[config.mk]
export PLATFORM = sky130hd
export DESIGN_NAME = adder_block_accumulator_flat
export DESIGN_NICKNAME = d
export VERILOG_FILES = /design/src/rtl/adder_block_accumulator_pkg.sv /design/src/rtl/adder_block_accumulator_if.sv /design/src/rtl/adder_block_accumulator_acc_sat_add.sv /design/src/rtl/adder_block_accumulator.sv /design/src/flat_wrapper.sv
export SDC_FILE = /design/constraint.sdc
export NUM_CORES = 1
export LEC_CHECK = 0
export CAP_MARGIN = 20
export CORE_UTILIZATION = 42
export CTS_CLUSTER_SIZE = 24
export DETAILED_ROUTE_END_ITERATION = 10
export PLACE_DENSITY = 0.69
export SLEW_MARGIN = 30
export SYNTH_ARGS = -nofsm -noshare
export SYNTH_HDL_FRONTEND = slang
export SYNTH_HIERARCHICAL = 1
export SYNTH_SLANG_ARGS = --single-unit
export TNS_END_PERCENT = 50
[constraint.sdc]
create_clock -name clk -period 2.65 [get_ports clk]
set_clock_uncertainty 0.05 [all_clocks]
set_input_delay 0.53 -clock clk [delete_from_list [all_inputs] [get_ports clk]]
set_output_delay 0.53 -clock clk [all_outputs]
set_load 0.005 [all_outputs]
[src/rtl/adder_block_accumulator_pkg.sv]
// ---------------------------------------------------------------------------
// adder_acc_pkg
// Shared types and constants for the adder block accumulator.
//   acc_state_e      : FSM state encoding (IDLE, ACCUM, HOLD)
//   ADDER_SUM_W      : default width of the incoming adder sum
//   ACC_W_DEF        : default accumulator width
//   BLOCK_LEN_DEF    : default number of samples per block
//   acc_limit_max/min: signed range limits of an acc_w-bit accumulator
// ---------------------------------------------------------------------------
package adder_acc_pkg;

  typedef enum logic [1:0] {
    IDLE  = 2'd0,
    ACCUM = 2'd1,
    HOLD  = 2'd2
  } acc_state_e;

  localparam int ADDER_SUM_W   = 5;
  localparam int ACC_W_DEF     = 8;
  localparam int BLOCK_LEN_DEF = 16;

  // Valid for acc_w up to 31.
  function automatic int acc_limit_max(input int acc_w);
    return (1 << (acc_w - 1)) - 1;
  endfunction

  function automatic int acc_limit_min(input int acc_w);
    return -(1 << (acc_w - 1));
  endfunction

endpackage

[src/rtl/adder_block_accumulator_if.sv]
// ---------------------------------------------------------------------------
// adder_block_accumulator_if
// Sample input and block-result output handshakes of the accumulator.
//   in_valid / in_ready / in_sum     : one signed sum per transfer
//   out_valid / out_ready            : block result handshake
//   out_acc / out_count / out_ovf    : block total, sample count, sticky ovf
// Modports: master = producer/consumer side, slave = accumulator side.
// ---------------------------------------------------------------------------
interface adder_block_accumulator_if
  import adder_acc_pkg::*;
#(
  parameter int IN_W  = ADDER_SUM_W,
  parameter int ACC_W = ACC_W_DEF
);

  logic                    in_valid;
  logic                    in_ready;
  logic signed [IN_W-1:0]  in_sum;
  logic                    out_valid;
  logic                    out_ready;
  logic signed [ACC_W-1:0] out_acc;
  logic [7:0]              out_count;
  logic                    out_ovf;

  modport master (
    output in_valid, in_sum, out_ready,
    input  in_ready, out_valid, out_acc, out_count, out_ovf
  );

  modport slave (
    input  in_valid, in_sum, out_ready,
    output in_ready, out_valid, out_acc, out_count, out_ovf
  );

endinterface

[src/rtl/adder_block_accumulator_acc_sat_add.sv]
// ---------------------------------------------------------------------------
// acc_sat_add
// Combinational ACC_W-bit signed adder with a sign-extended IN_W operand.
//   acc    : current accumulator value
//   addend : incoming signed sample
//   result : value to write back (wrapped, or clamped when saturating)
//   ovf    : sum fell outside the signed ACC_W range
// Build option: define ADDER_ACC_SATURATE_EN to clamp on overflow instead of
// wrapping. Requires IN_W <= ACC_W.
// ---------------------------------------------------------------------------
module acc_sat_add
  import adder_acc_pkg::*;
#(
  parameter int IN_W  = ADDER_SUM_W,
  parameter int ACC_W = ACC_W_DEF
) (
  input  logic signed [ACC_W-1:0] acc,
  input  logic signed [IN_W-1:0]  addend,
  output logic signed [ACC_W-1:0] result,
  output logic                    ovf
);

  logic signed [ACC_W:0] acc_x;
  logic signed [ACC_W:0] add_x;
  logic signed [ACC_W:0] wide;

  // One guard bit is enough: the sum of two ACC_W-range values fits ACC_W+1.
  assign acc_x = {acc[ACC_W-1], acc};
  assign add_x = {{(ACC_W + 1 - IN_W){addend[IN_W-1]}}, addend};
  assign wide  = acc_x + add_x;

  // Result is out of range exactly when the guard bit and the MSB disagree.
  assign ovf = wide[ACC_W] ^ wide[ACC_W-1];

`ifdef ADDER_ACC_SATURATE_EN
  localparam logic [ACC_W-1:0] MAX_V = ACC_W'(acc_limit_max(ACC_W));
  localparam logic [ACC_W-1:0] MIN_V = ACC_W'(acc_limit_min(ACC_W));

  // The guard bit carries the true sign, so it picks the clamp direction.
  always_comb begin
    result = wide[ACC_W-1:0];
    if (ovf) result = wide[ACC_W] ? MIN_V : MAX_V;
  end
`else
  assign result = wide[ACC_W-1:0];
`endif

endmodule

[src/rtl/adder_block_accumulator.sv]
// ---------------------------------------------------------------------------
// adder_block_accumulator
// Accumulates BLOCK_LEN signed sums and presents the block total on a
// registered valid/ready port with a sticky overflow flag.
//   clk   : rising-edge clock
//   reset : synchronous, active-low reset
//   bus   : adder_block_accumulator_if.slave (input and result handshakes)
// Build option: ADDER_ACC_SATURATE_EN selects clamping over wrapping in
// the acc_sat_add sub-module.
// ---------------------------------------------------------------------------
module adder_block_accumulator
  import adder_acc_pkg::*;
#(
  parameter int IN_W      = ADDER_SUM_W,
  parameter int ACC_W     = ACC_W_DEF,
  parameter int BLOCK_LEN = BLOCK_LEN_DEF
) (
  input logic                       clk,
  input logic                       reset,
  adder_block_accumulator_if.slave  bus
);

  localparam logic [7:0] BLOCK_LEN_C = 8'(BLOCK_LEN);

  acc_state_e              state_q,     state_d;
  logic signed [ACC_W-1:0] acc_q,       acc_d;
  logic [7:0]              count_q,     count_d;
  logic                    ovf_q,       ovf_d;
  logic                    in_ready_q,  in_ready_d;
  logic                    out_valid_q, out_valid_d;

  logic signed [ACC_W-1:0] sum_res;
  logic                    sum_ovf;
  logic                    accept;
  logic [7:0]              count_inc;

  acc_sat_add #(
    .IN_W  (IN_W),
    .ACC_W (ACC_W)
  ) u_add (
    .acc    (acc_q),
    .addend (bus.in_sum),
    .result (sum_res),
    .ovf    (sum_ovf)
  );

  assign accept    = bus.in_valid && in_ready_q;
  assign count_inc = count_q + 8'd1;

  always_comb begin
    // NOTE: every signal gets a default first so no path leaves it unassigned
    // and no latch is inferred.
    state_d = state_q;
    acc_d   = acc_q;
    count_d = count_q;
    ovf_d   = ovf_q;

    unique case (state_q)
      // IDLE and ACCUM share the accept path: in IDLE count and acc are zero,
      // so the BLOCK_LEN==1 case falls out of the same compare.
      IDLE, ACCUM: begin
        if (accept) begin
          acc_d   = sum_res;
          count_d = count_inc;
          ovf_d   = ovf_q | sum_ovf;
          state_d = (count_inc == BLOCK_LEN_C) ? HOLD : ACCUM;
        end
      end
      HOLD: begin
        if (bus.out_ready) begin
          state_d = IDLE;
          acc_d   = '0;
          count_d = '0;
          ovf_d   = 1'b0;
        end
      end
      default: state_d = IDLE;
    endcase
  end

  // Handshake flags are registered from the next state, so in_ready never
  // sees a combinational path from out_ready.
  assign in_ready_d  = (state_d != HOLD);
  assign out_valid_d = (state_d == HOLD);

  always_ff @(posedge clk) begin
    // NOTE: sequential state uses non-blocking assignments; the reset is
    // synchronous, so it is just the first branch inside the clocked block.
    if (!reset) begin
      state_q     <= IDLE;
      acc_q       <= '0;
      count_q     <= '0;
      ovf_q       <= 1'b0;
      in_ready_q  <= 1'b1;
      out_valid_q <= 1'b0;
    end else begin
      state_q     <= state_d;
      acc_q       <= acc_d;
      count_q     <= count_d;
      ovf_q       <= ovf_d;
      in_ready_q  <= in_ready_d;
      out_valid_q <= out_valid_d;
    end
  end

  assign bus.in_ready  = in_ready_q;
  assign bus.out_valid = out_valid_q;
  assign bus.out_acc   = acc_q;
  assign bus.out_count = count_q;
  assign bus.out_ovf   = ovf_q;

endmodule

[src/flat_wrapper.sv]
// flat-port wrapper written by rule: the top's interface ports become plain ports
module adder_block_accumulator_flat import adder_acc_pkg::*;
#(
  parameter int IN_W      = ADDER_SUM_W,
  parameter int ACC_W     = ACC_W_DEF,
  parameter int BLOCK_LEN = BLOCK_LEN_DEF
)
  (clk, reset, bus_in_valid, bus_in_sum, bus_out_ready, bus_in_ready, bus_out_valid, bus_out_acc, bus_out_count, bus_out_ovf);
  adder_block_accumulator_if #(.IN_W(IN_W), .ACC_W(ACC_W)) bus_i ();
  input logic clk;
  input logic reset;
  input wire logic [$bits(bus_i.in_valid)-1:0] bus_in_valid;
  input wire logic [$bits(bus_i.in_sum)-1:0] bus_in_sum;
  input wire logic [$bits(bus_i.out_ready)-1:0] bus_out_ready;
  output wire logic [$bits(bus_i.in_ready)-1:0] bus_in_ready;
  output wire logic [$bits(bus_i.out_valid)-1:0] bus_out_valid;
  output wire logic [$bits(bus_i.out_acc)-1:0] bus_out_acc;
  output wire logic [$bits(bus_i.out_count)-1:0] bus_out_count;
  output wire logic [$bits(bus_i.out_ovf)-1:0] bus_out_ovf;
  assign bus_i.in_valid = bus_in_valid;
  assign bus_i.in_sum = bus_in_sum;
  assign bus_i.out_ready = bus_out_ready;
  assign bus_in_ready = bus_i.in_ready;
  assign bus_out_valid = bus_i.out_valid;
  assign bus_out_acc = bus_i.out_acc;
  assign bus_out_count = bus_i.out_count;
  assign bus_out_ovf = bus_i.out_ovf;
  adder_block_accumulator #(.IN_W(IN_W), .ACC_W(ACC_W), .BLOCK_LEN(BLOCK_LEN)) u_core (.clk(clk), .reset(reset), .bus(bus_i));
endmodule
==> metrics.yaml, run 1 <==
clock-sinks: 21
wl_mm: 2.65
arrival_ps: 2570
pin_count: 28
cts_tree: "built"
rsz0062_at_grt: "no"
power_density_nw_per_um2: 475
die_w_um: 55.8
clk_pin_slew_ps: 110
grt_first_pass_wirelength_mm: 4.55
cts_root_buf: "clkbuf_4"
internal-power_uw: 521
die-area_um2: 3110
drtIter0Drc: 27
synth-edff-count: 0
period_needed_ps: 2430
drv_cap: 0
ctsHtreeMaxLevel: 1
hpwl_mm: 1.96
area_delta_synth_final_pct: 29.0
required_ps: 2790
p_seq_share_pct: 47.9
combPwrFrac_pct: 31.3
instances_no_fill: 200
hold_viol: 0
crit_path_end_kind: "register"
worst_pin_slew_ps: 530
grt_use_total_pct: 18.3
status: "completed"
slew_headroom_pct: 64.2
clkPwrFrac_pct: 20.8
grt_pass1_vias: 1033
synth-seq-cells: 21
ys_warn_count: 6
syn_nets: 156
die_h_um: 55.8
synth_top_area_cell: "dfxtp_1"
antennaDiodeCount: 0
routedWlPerCell_um: 13.3
synthCells: 137
drive_above_1_share_pct: 9.47
nets: 189
vias: 1130
yosysSeqAreaShare_pct: 34.6
hp-class: "register to register"
synth_common_cells: "dfxtp_1 (21), nor2_1 (20), a21oi_1 (12)"
slew_violations: 0
hold_buffers: 0
synth.top_cell.area_share_pct: 34.6
vias_per_cell: 5.65
port_buffers: 27
yosysMostFrequentCell: "dfxtp_1"
synthFlopType: "dfxtp_1"
coreArea_um2: 2760
cts_buffer_depth: 2
cts_made_buffers: 3
start_kind: "primary input"
finalCritPeriodShare_pct: 91.8
crit_type: "primary input to register"
synth.avg_cell_area_um2: 8.88
grt.overflow.total: 0
reg2reg_setup_slack_ps: 490
ir_drop_uv: 462
grt_max_degree: 14
antenna_found_initial: 0
first_pass_iters: 4
preCtsSetupSlack_ps: -112
power_leakage_uw: 0.000623
whs_ps: 454
post-layout-total-power_uw: 745
yosys-top-cells-area: "dfxtp_1 (35%), ha_1 (9.3%), nor2_1 (6.2%)"
async_flop_share_pct: 0
drc_errors: 0
place.gp.congestion: 0.884
netlist_area_um2: 1220
rows: 19
dp_cells: 196
antenna_left: 0
initial_core_util_pct: 44.1
postCtsSetupBuffers: 0
fmax_ghz: 0.411
ctsResizeCount: 0
synth_cell_types: 41
p_sw_share_pct: 30.0
crit_fanout: 3
netSwitchingPower_uw: 224
setup_viol: 0
clk_latency_ps: 300
final.setup.worst_slack_ps: 217
==> cell families after synthesis <==
| logic type | after synthesis | synth area share (%) |
|---|---|---|
| buf+inv | 8 | 2.98 |
| compound gates | 43 | 24.1 |
| xor+xnor | 8 | 6.38 |
| flops | 21 | 34.6 |
| fa+ha+maj | 10 | 10.9 |
| mux | 1 | 0.926 |
| simple gates | 46 | 20.2 |
==> registers in the layout (all words and copies together) (netlist names) <==
name and count:
u_core/bus.in_ready 1, u_core/bus.out_acc 8, u_core/bus.out_count 8, u_core/bus.out_ovf 1, u_core/bus.out_valid 1, u_core/state_q 2
==> power by group through the flow <==
stage          Clock [uW]  Combinational, uW  Sequential [uW]
2_1_floorplan           0                147              362
3_3_place_gp            0                228              363
3_5_place_dp            0                232              363
4_1_cts               162                234              357
5_1_grt               176                259              360
6_report              155                233              357
==> area by class of cell <==
type                    count  area [um2]
clock inverters             1        5.00
clock buffers               3        22.5
well taps                  31        38.8
repair buffers             32         308
multi-input cells         108         759
flip-flops and latches     21         420
fillers                   263        1190
inverters                   4        15.0
==> placed cells by master, fill, tap and decap left out, types with 2 or more instances in the layout <==
cell type / netlist / final
clkbuf_4: 0 / 3
xnor2_1: 4 / 4
nand2_1: 8 / 8
clkdlybuf4s50_1: 0 / 27
a22oi_1: 9 / 9
nand4_1: 2 / 2
inv_1: 4 / 4
xor2_1: 3 / 3
a31o_1: 2 / 2
dfxtp_1: 21 / 21
a21oi_1: 12 / 12
buf_4: 1 / 5
o211ai_1: 2 / 2
ha_1: 9 / 9
and3b_1: 2 / 2
and2_1: 2 / 2
a31oi_1: 2 / 2
nand3b_1: 4 / 4
o21ai_0: 6 / 6
nor2_1: 20 / 20
==> critical path, stage by stage <==
cell and delay (ps):
clkdlybuf4s50_1 410, ha_1 210, fa_1 390, a21o_2 220, a21oi_1 240, o21bai_1 90, a21oi_1 180, xnor2_1 80
a22oi_1 170, nor2_1 60
==> path summary, 6_finish.rpt <==
| check | startpoint | end | depth (start not counted) |
|---|---|---|---|
| setup reg to reg | u_core/bus.out_acc[0]$_SDFFE_PN0P_ | u_core/bus.out_acc[6]$_SDFFE_PN0P_ | 9 |
| hold / removal | u_core/bus.out_ovf$_SDFFE_PN0P_ | u_core/bus.out_ovf$_SDFFE_PN0P_ | 2 |
| setup / recovery | bus_in_sum[0] | u_core/bus.out_acc[6]$_SDFFE_PN0P_ | 10 |
| hold reg to reg | u_core/bus.out_ovf$_SDFFE_PN0P_ | u_core/bus.out_ovf$_SDFFE_PN0P_ | 2 |
==> metal layers <==
| metal | part of all wire, % | global-route usage [%] | wire (um) | vias to the layer above |
|---|---|---|---|---|
| met2 | 46 | 28.2 | 1220 | 33 |
| li1 | - | - | - | 564 |
| met4 | 1.2 | 5.23 | 33 | 0 |
| met1 | 48 | 25.1 | 1260 | 529 |
| met5 | 0 | 0 | 0 | - |
| met3 | 5.1 | 5.12 | 134 | 4 |
==> per-stage QoR <==
stage | utilization [%] | instance area (um2) | setup TNS, ps
detailed placement | 55.9 | 1540 | -124
floorplan | - | 1220 | 0
CTS | 56.9 | 1570 | 0
finish | 56.9 | 1570 | 0
global route | 56.9 | 1570 | 0
global placement | 55.9 | 1540 | -68.4
(Power assumes the default switching activity.)
==> run 2, diff against run 1 <==
- CORE_ASPECT_RATIO: unset -> 1.4
- PLACE_DENSITY: 0.69 -> 0.8
==> metrics.yaml, run 2 (same netlist as run 1, synthesis figures left out) <==
status: "completed"  # unchanged
rsz0062_at_grt: "no"  # unchanged
rr_worst_depth: 10  # was 9
setup_viol: 0  # unchanged
clk_pin_slew_ps: 120  # was 110 ps
ir_drop_uv: 273  # was 462 uV
cpPeakStageDelay_ps: 410  # about the same
coreArea_um2: 2700  # was 2760 um2
multi_input_area_um2: 763  # was 759 um2
grt.overflow.total: 0  # unchanged
whs_ps: 498  # was 454 ps
path_cells: "clkdlybuf4s50_1 -> ha_1 -> fa_1 -> a21o_2 -> a21oi_2 -> buf_4 -> nor3_1 -> o22ai_1 -> xor2_1 -> a21oi_1 -> nor2_1"  # was clkdlybuf4s50_1 -> ha_1 -> fa_1 -> a21o_2 -> a21oi_1 -> o21bai_1 -> a21oi_1 -> xnor2_1 -> a22oi_1 -> nor2_1
hp-start: "u_core/bus.out_ovf$_SDFFE_PN0P_"  # unchanged
reg2reg_setup_slack_ps: 490  # about the same
ctsHtreeMaxLevel: 1  # unchanged
fmax_ghz: 0.412  # was 0.411 GHz
hold_viol: 0  # unchanged
hpwl_mm: 2.19  # was 1.96 mm
crit_path_end_kind: "register"  # unchanged
power_leakage_uw: 0.000625  # was 0.000623 uW
clk_latency_ps: 300  # about the same
crit_fanout: 2  # was 3
r2r-start: "u_core/bus.out_acc[0]$_SDFFE_PN0P_"  # unchanged
drive_above_1_share_pct: 10.0  # was 9.47%
holdPathStages: 2  # unchanged
hp-class: "register to register"  # unchanged
pin_count: 28  # unchanged
period_needed_ps: 2430  # about the same
drc_errors: 0  # unchanged
slew_violations: 0  # unchanged
layout_commonest_cell: "clkdlybuf4s50_1"  # unchanged
initial_core_util_pct: 45.1  # was 44.1%
rows: 22  # was 19
crit_type: "primary input to register"  # unchanged
rr_endpoint: "u_core/bus.out_ovf$_SDFFE_PN0P_"  # was u_core/bus.out_acc[6]$_SDFFE_PN0P_
area_delta_synth_final_pct: 30.3  # was 29.0%
place.gp.congestion: 0.835  # was 0.884
final_cell_mix: "clkdlybuf4s50_1 (27), dfxtp_1 (21), nor2_1 (20)"  # unchanged
antennaDiodeCount: 0  # unchanged
die_h_um: 65.7  # was 55.8 um
antenna_found_initial: 0  # unchanged
start_kind: "primary input"  # unchanged
worst_pin_slew_ps: 497  # was 530 ps
drv_cap: 0  # unchanged
path_delay_family: "compound AO/OA/AOI/OAI gates"  # unchanged
antenna_left: 0  # unchanged
post-layout-total-power_uw: 756  # was 745 uW
vias_per_cell: 5.86  # was 5.65
grt_max_degree: 13  # was 14
die-area_um2: 3120  # was 3110 um2
power_density_nw_per_um2: 477  # was 475 nW/um2
required_ps: 2840  # was 2790 ps
cts_made_buffers: 3  # unchanged
first_pass_iters: 4  # unchanged
routedWlPerCell_um: 14.5  # was 13.3 um
grt_use_total_pct: 22.3  # was 18.3%
wl_mm: 2.98  # was 2.65 mm
postCtsSetupBuffers: 0  # unchanged
cts_root_buf: "clkbuf_4"  # unchanged
cts_tree: "built"  # unchanged
register_area_um2: 420  # unchanged
finalCritPeriodShare_pct: 91.6  # was 91.8%
port_buffers: 27  # unchanged
fillers: 263  # unchanged
cp_num_buf_inv: 2  # was 1
drtIter0Drc: 59  # was 27
slew_headroom_pct: 66.4  # was 64.2%
nets: 190  # was 189
cts_buffer_depth: 2  # unchanged
clock-sinks: 21  # unchanged
grt_pass1_vias: 1184  # was 1,033
min_delay_worst_endpoint: "u_core/bus.out_ovf$_SDFFE_PN0P_"  # unchanged
worstSetupPathDepth: 11  # was 10
grt_first_pass_wirelength_mm: 5.05  # was 4.55 mm
arrival_ps: 2620  # was 2570 ps
crit_slowest_cell: "clkdlybuf4s50_1"  # unchanged
vias: 1207  # was 1,130
die_w_um: 47.5  # was 55.8 um
-- run 2: changes by cell type in the layout (fill, tap and decap cells not counted), sizes merged --
cell	change
clkbuf	+1
clkinv	-1
buf	+1
-- run 2: cell type report --
cell class | count | area share [%]
multi-input combinational | 108 | 48.1
tap | 36 | 2.84
inverter | 4 | 0.947
timing repair buffer | 33 | 19.9
clock buffer | 4 | 1.66
sequential | 21 | 26.5
-- run 2: tightest hold or removal path: cells and delay by family (launching register included) --
family | cells | cell delay (ps)
DFF | 1 | 370
and+or+nand+nor | 1 | 90
AOI/OAI and AO/OA | 1 | 50
-- run 2: metrics by stage --
stage | TNS [ps] | setup WS [ps] | util (%) | area, um2 | cells
after floorplan | 0 | 378 | - | 1220 | 137
after global placement | -8.50 | -8.50 | 57.7 | 1560 | 202
after detailed placement | -184 | -121 | 57.7 | 1560 | 202
after CTS | 0 | 189 | 58.6 | 1580 | 206
after global routing | 0 | 48.8 | 58.8 | 1590 | 206
final | 0 | 223 | 58.8 | 1590 | 206
-- run 2: worst max-delay path by stage --
stage             startpoint                            endpoint  slack (ps)
2_1_floorplan  bus_in_sum[0]  u_core/bus.out_acc[6]$_SDFFE_PN0P_         380
3_3_place_gp   bus_in_sum[0]     u_core/bus.out_ovf$_SDFFE_PN0P_          -9
3_5_place_dp   bus_in_sum[0]     u_core/bus.out_ovf$_SDFFE_PN0P_        -120
4_1_cts        bus_in_sum[0]     u_core/bus.out_ovf$_SDFFE_PN0P_         190
5_1_grt        bus_in_sum[0]     u_core/bus.out_ovf$_SDFFE_PN0P_          50
6_report       bus_in_sum[0]     u_core/bus.out_ovf$_SDFFE_PN0P_         220
-- run 2: where the power goes --
part           leakage, uW  switching [uW]  internal (uW)
Sequential        0.000172            20.4            337
Combinational     0.000438             113            129
Clock            0.0000150            97.5           58.6
-- run 2: timing repair --
action	4_1_cts	5_1_grt
setup endpoints to repair	0	1
gates resized for setup	0	1
hold buffers	0	0
-- run 2: routing by layer --
layer / global-route usage [%] / wire (um) / vias up / share of wire, %
li1: - / - / 569 / -
met1: 25.3 / 1170 / 580 / 39
met2: 40.4 / 1600 / 50 / 54
met3: 2.47 / 171 / 8 / 5.7
met4: 7.86 / 43 / 0 / 1.4
met5: 0 / 0 / - / 0
==> run 3, diff against run 2 <==
- TNS_END_PERCENT: 50 -> 1
==> results of run 3 <==
The final DEF is identical to that of run 2; final timing and power are the same.
